<file path="config.mk">
export PLATFORM = sky130hd
export DESIGN_NAME = mem_arbiter
export DESIGN_NICKNAME = d
export VERILOG_FILES = /design/src/rtl/mem_arbiter.sv
export SDC_FILE = /design/constraint.sdc
export NUM_CORES = 1
export LEC_CHECK = 0
export BUFFER_PORTS_ARGS = -buffer_cell sky130_fd_sc_hd__buf_2
export CORE_AREA = 2 2 193 195
export CTS_CLUSTER_SIZE = 24
export DETAILED_ROUTE_END_ITERATION = 10
export DIE_AREA = 0 0 195 197
export GPL_TIMING_DRIVEN = 0
export PLACE_DENSITY = 0.43
export SYNTH_ARGS = -nofsm -noshare
export SYNTH_HDL_FRONTEND = slang
export SYNTH_SLANG_ARGS = --single-unit
</file>
<file path="constraint.sdc">
create_clock -name clk -period 2.6 [get_ports clk]
set_input_delay 0.78 -clock clk [delete_from_list [all_inputs] [get_ports clk]]
set_output_delay 0.78 -clock clk [all_outputs]
set_load 0.05 [all_outputs]
</file>
<file path="src/rtl/mem_arbiter.sv">
// mem_arbiter: shares one memory port between the CPU and a debug/loader port.
// Arbitrates, latches the winning command, issues a one-cycle mem_en strobe and
// returns a one-cycle ack MEM_LAT cycles later, one access at a time.
// Optional build macro ARB_CPU_PRIO_EN: fixed priority (CPU always wins ties).
// Without it, ties are resolved round-robin.
module mem_arbiter #(
    parameter int AW      = 32,
    parameter int DW      = 64,
    parameter int MEM_LAT = 1
) (
    input  logic          clk,
    input  logic          reset,
    input  logic          cpu_req,
    input  logic [1:0]    cpu_we,
    input  logic [AW-1:0] cpu_addr,
    input  logic [DW-1:0] cpu_wdata,
    output logic          cpu_ack,
    output logic [DW-1:0] cpu_rdata,
    input  logic          dbg_req,
    input  logic [1:0]    dbg_we,
    input  logic [AW-1:0] dbg_addr,
    input  logic [DW-1:0] dbg_wdata,
    output logic          dbg_ack,
    output logic [DW-1:0] dbg_rdata,
    output logic          mem_en,
    output logic [1:0]    mem_we,
    output logic [AW-1:0] mem_addr,
    output logic [DW-1:0] mem_wdata,
    input  logic [DW-1:0] mem_rdata,
    output logic [1:0]    owner
);

    localparam int CW = $clog2(MEM_LAT + 1);
    localparam logic [CW-1:0] LAT = CW'(MEM_LAT);

    typedef enum logic [1:0] {
        IDLE     = 2'b00,
        BUSY_CPU = 2'b01,
        BUSY_DBG = 2'b10
    } state_t;

    state_t        state;
    state_t        state_next;
    logic [CW-1:0] cnt;
    logic          grant_cpu;
    logic          grant_dbg;

`ifdef ARB_CPU_PRIO_EN
    // Fixed priority: DBG only gets the port when the CPU is not asking
    always_comb begin
        grant_cpu = cpu_req;
        grant_dbg = dbg_req & ~cpu_req;
    end
`else
    logic last_grant_dbg;

    // Round-robin: on a tie the requester not granted last time wins
    always_comb begin
        grant_cpu = cpu_req & (~dbg_req | last_grant_dbg);
        grant_dbg = dbg_req & (~cpu_req | ~last_grant_dbg);
    end

    // Remember who was granted last; reset favours the CPU on the first tie
    always_ff @(posedge clk) begin
        if (reset) begin
            last_grant_dbg <= 1'b1;
        end else if (state == IDLE) begin
            if (grant_cpu)
                last_grant_dbg <= 1'b0;
            else if (grant_dbg)
                last_grant_dbg <= 1'b1;
        end
    end
`endif

    // State register
    always_ff @(posedge clk) begin
        if (reset)
            state <= IDLE;
        else
            state <= state_next;
    end

    // Next-state logic: grant from IDLE, return to IDLE when the countdown expires
    always_comb begin
        state_next = IDLE;
        case (state)
            IDLE: begin
                if (grant_cpu)
                    state_next = BUSY_CPU;
                else if (grant_dbg)
                    state_next = BUSY_DBG;
                else
                    state_next = IDLE;
            end
            BUSY_CPU: state_next = (cnt == '0) ? IDLE : BUSY_CPU;
            BUSY_DBG: state_next = (cnt == '0) ? IDLE : BUSY_DBG;
            default:  state_next = IDLE;
        endcase
    end

    // Latency counter: loaded only on a grant, counts down to zero, never wraps
    always_ff @(posedge clk) begin
        if (reset) begin
            cnt <= '0;
        end else if (state == IDLE) begin
            if (grant_cpu | grant_dbg)
                cnt <= LAT;
        end else if (cnt != '0) begin
            cnt <= cnt - 1'b1;
        end
    end

    // Command latch: capture the winner's command, hold it through the BUSY period
    always_ff @(posedge clk) begin
        if (reset) begin
            mem_we    <= 2'b00;
            mem_addr  <= '0;
            mem_wdata <= '0;
        end else if (state == IDLE) begin
            if (grant_cpu) begin
                mem_we    <= cpu_we;
                mem_addr  <= cpu_addr;
                mem_wdata <= cpu_wdata;
            end else if (grant_dbg) begin
                mem_we    <= dbg_we;
                mem_addr  <= dbg_addr;
                mem_wdata <= dbg_wdata;
            end
        end
    end

    // Outputs: strobe on the first BUSY cycle (cnt still full), ack when cnt hits zero
    always_comb begin
        mem_en    = (state != IDLE) && (cnt == LAT);
        cpu_ack   = (state == BUSY_CPU) && (cnt == '0);
        dbg_ack   = (state == BUSY_DBG) && (cnt == '0);
        cpu_rdata = cpu_ack ? mem_rdata : '0;
        dbg_rdata = dbg_ack ? mem_rdata : '0;
        owner     = state;
    end

endmodule
</file>
==> key figures <==
Floorplan
  – Row cnt: 70
  – Initial Utilization: 0.162
  – Die Wd: slightly below 200 µm
  – CORE AREA: 0.0363 mm²
  – Die Y: 197 µm
  – # IOs: 495
  – DIE AREA: 0.0384 mm²

Status
  – Status: complete, no violations

Setup path
  – Reg2reg end: mem_wdata[52]$_SDFFE_PP0P_
  – CP required: 1820 ps
  – R2R cell count: 6
  – Crit path launch: cnt$_SDFFE_PP0P_
  – Crit. End Element: output pin
  – FF-to-FF Start: owner[0]$_SDFF_PP0_
  – Worst setup path endpoint: dbg_rdata[55]
  – Worst Setup Start Kind: register
  – Critical path class: reg2out
  – Crit-path max FO: 10
  – Reg2reg setup slack: 550 ps
  – WP data arrival: roughly 1800 ps

Detailed routing
  – Wire per inst: 21.1 µm
  – Total Wirelength: 36500 µm
  – Total number of vias: 8028
  – Remaining DRCs: 0
  – Initial DRC Count: about 430
  – Via-to-Cell Ratio: 4.64
  – Antenna viol nets, final: 0
  – Pre-Repair DR Iteration Count: 5

Pwr
  – Tot Pwr: 0.00604 W
  – Clock Power Share: 0.260
  – PD cells: 612 mW/mm²
  – Pint: 0.00338 W
  – Combinational power share: 0.430
  – Part of the power in registers: 0.310
  – Sw Share: 0.439
  – NetSw: 0.00265 W
  – Pleak: 4.54 nW
  – Max VDD drop: between 200 and 300 µV

Place
  – Setup Slack @ Placement: -456 ps
  – Placer congestion estimate: 0.782
  – I/O Buffers: 493
  – DP HPWL: about 29000 µm

Global route
  – First-pass GRT wire length: 51700 µm
  – All-Layer GR Usage: 0.179
  – Gr ovfl total: 0
  – Vias in the first global route: 7772
  – Initial antenna violation count: 11
  – Largest net degree at the start of global routing: 17

Yosys
  – Post-synthesis mux area share: 0.00171
  – Post-Synth Adder-Cell Area: 0
  – Post-synthesis compound-gate area fraction: 0.339
  – Cell variety after synth: 25
  – Syn avg cell area: around 7.9 µm²
  – Yosys reg bits: just over 100
  – Mapped cell area: 0.00586 mm²
  – Synth Area in XOR/XNOR: 0
  – Synth Area in Simple Gates: 0.235
  – Seq/Total Area, Yosys: 0.348
  – Largest family of logic cells by synthesized area: compound AO/OA/AOI/OAI gates
  – Synth warn: 0
  – Gate count of the mapped netlist: roughly 740
  – Syn_nets: 1007

STA
  – Max Slew Vio Count: 0
  – Crit path setup slack, layout: roughly 45 ps
  – Endpoints failing hold: 0
  – Period Utilization, post-route: 0.983
  – RSZ-0062 raised after global routing: yes
  – Worst Skew: 5.56 ps
  – Maximum clock frequency: ~0.4 GHz
  – Tightest Pin Transition: between 800 and 900 ps
  – Slew headroom: 0.411
  – Final Setup Violations: 0
  – Tmin final: 2550 ps

CTS
  – CTS Sinks: about 100
  – Cts bufs inserted: 9
  – CTS tree: yes
  – Clock-pin transition on the worst setup and hold timing paths: 70 ps
  – Skew-Pair Late Insertion Delay: approximately 360 ps
  – Htree depth: 3
  – Max clock buf depth: 2
  – Hold buffers post-CTS: 0
  – Clock Tree Root: clkbuf_16

Flow run
  – Max_cap viols: 0

Layout
  – Commonest non-fill, non-tap cell in the layout: buf_2
  – Nets: 1518
  – Layout cells sized above 1: 0.461
  – Synth-to-layout area growth: 68.2%
  – Most frequent cells in the layout: 399 x buf_2, 123 x and2_1, 99 x dfxtp_1
  – Post-layout util: 0.272

Min path
  – Launch point of the worst hold path: mem_wdata[36]$_SDFFE_PP0P_
  – Hold crit path type: reg2reg
## cell usage after synthesis
master | instances | area share
nor3b_1 | 3 | 0.0038
a21boi_0 | 1 | 0.0013
or2_1 | 1 | 0.0011
clkbuf_1 | 82 | 0.053
nor2_1 | 2 | 0.0013
a311oi_2 | 20 | 0.051
mux2i_1 | 1 | 0.0017
nand2_1 | 2 | 0.0013
buf_2 | 10 | 0.0085
buf_6 | 5 | 0.0096
nor3_1 | 2 | 0.0017
o21ai_0 | 98 | 0.084
buf_1 | 1 | 0.00064
dfxtp_1 | 102 | 0.35
and2_1 | 130 | 0.14
nand2b_1 | 1 | 0.0011
a21oi_1 | 98 | 0.084
clkinv_1 | 1 | 0.00064
or2_2 | 1 | 0.0011
buf_4 | 3 | 0.0038
a221o_1 | 1 | 0.0017
nand3_1 | 98 | 0.084
nor2b_1 | 1 | 0.0011
o31ai_1 | 1 | 0.0013
a311oi_1 | 78 | 0.12
## sequential cells by signal, summed over array words and instances (netlist names)
register	count
mem_wdata	64
mem_addr	32
mem_we	2
owner	2
cnt	1
last_grant_dbg	1
## what timing repair did
action | CTS | global route
pin swaps | 2 | 2
endpoints found under the setup margin | 130 | 97
gates resized for setup | 151 | 55
buffers inserted | 5 | 1
cloned | 1 | 0
## metal layers
| metal | track usage | wire length, µm |
|---|---|---|
| met1 | 0.243 | 16400 |
| met2 | 0.273 | 16400 |
| met3 | 0.0614 | 3160 |
| met4 | 0.0427 | 506 |
| met5 | 0 | 66 |
## worst max-delay path, stage by stage (launching register included)
cell and delay [ps]:
dfxtp_4 370, nor3b_4 260, clkbuf_2 310, and2_1 180, buf_2 270
## per-stage QoR
step           area, µm²  setup TNS (ps)  hold WS, ps  instances
5_1_grt             9860           -6.70          544       1731
4_1_cts             9680               0          521       1726
2_1_floorplan       5870               0          487        743
6_report            9860               0          518       1731
3_5_place_dp        8920          -25980          491       1704
3_3_place_gp        8920          -25030          485       1704
## how the worst min path moves through the flow
stage,endpoint,slack [ps],cells past startpoint
2_1_floorplan,last_grant_dbg$_SDFFE_PP1P_,490,1
3_3_place_gp,owner[1]$_SDFF_PP0_,480,1
3_5_place_dp,owner[1]$_SDFF_PP0_,490,1
4_1_cts,mem_wdata[36]$_SDFFE_PP0P_,520,2
5_1_grt,mem_addr[24]$_SDFFE_PP0P_,540,2
6_report,mem_wdata[36]$_SDFFE_PP0P_,520,2
## cell type report
class | count | area [µm²]
fillers | 4117 | 26400
multi-input cells | 539 | 3420
repair buffers | 500 | 2950
flip-flops and latches | 102 | 2050
well taps | 468 | 586
plain buffers | 101 | 515
clock buffers | 10 | 239
clock inverters | 6 | 83.8
diodes | 4 | 10.0
inverters | 1 | 3.75
## power groups by stage
| stage | combinational (W) | sequential (W) | clock [W] |
|---|---|---|---|
| after floorplan | 0.00101 | 0.00257 | 0 |
| after global placement | 0.00250 | 0.00191 | 0 |
| after detailed placement | 0.00250 | 0.00191 | 0 |
| after CTS | 0.00258 | 0.00187 | 0.00162 |
| after global routing | 0.00275 | 0.00190 | 0.00167 |
| final | 0.00260 | 0.00187 | 0.00157 |
## cells by family (layout without fill, tap and decap cells)
group / after synthesis / in the layout
compound gates: 297 / 297
simple gates: 241 / 241
flops: 102 / 102
buf+inv: 102 / 618
mux: 1 / 1
other cells: 0 / 4
No activity file was read; power rests on OpenSTA's default activity.
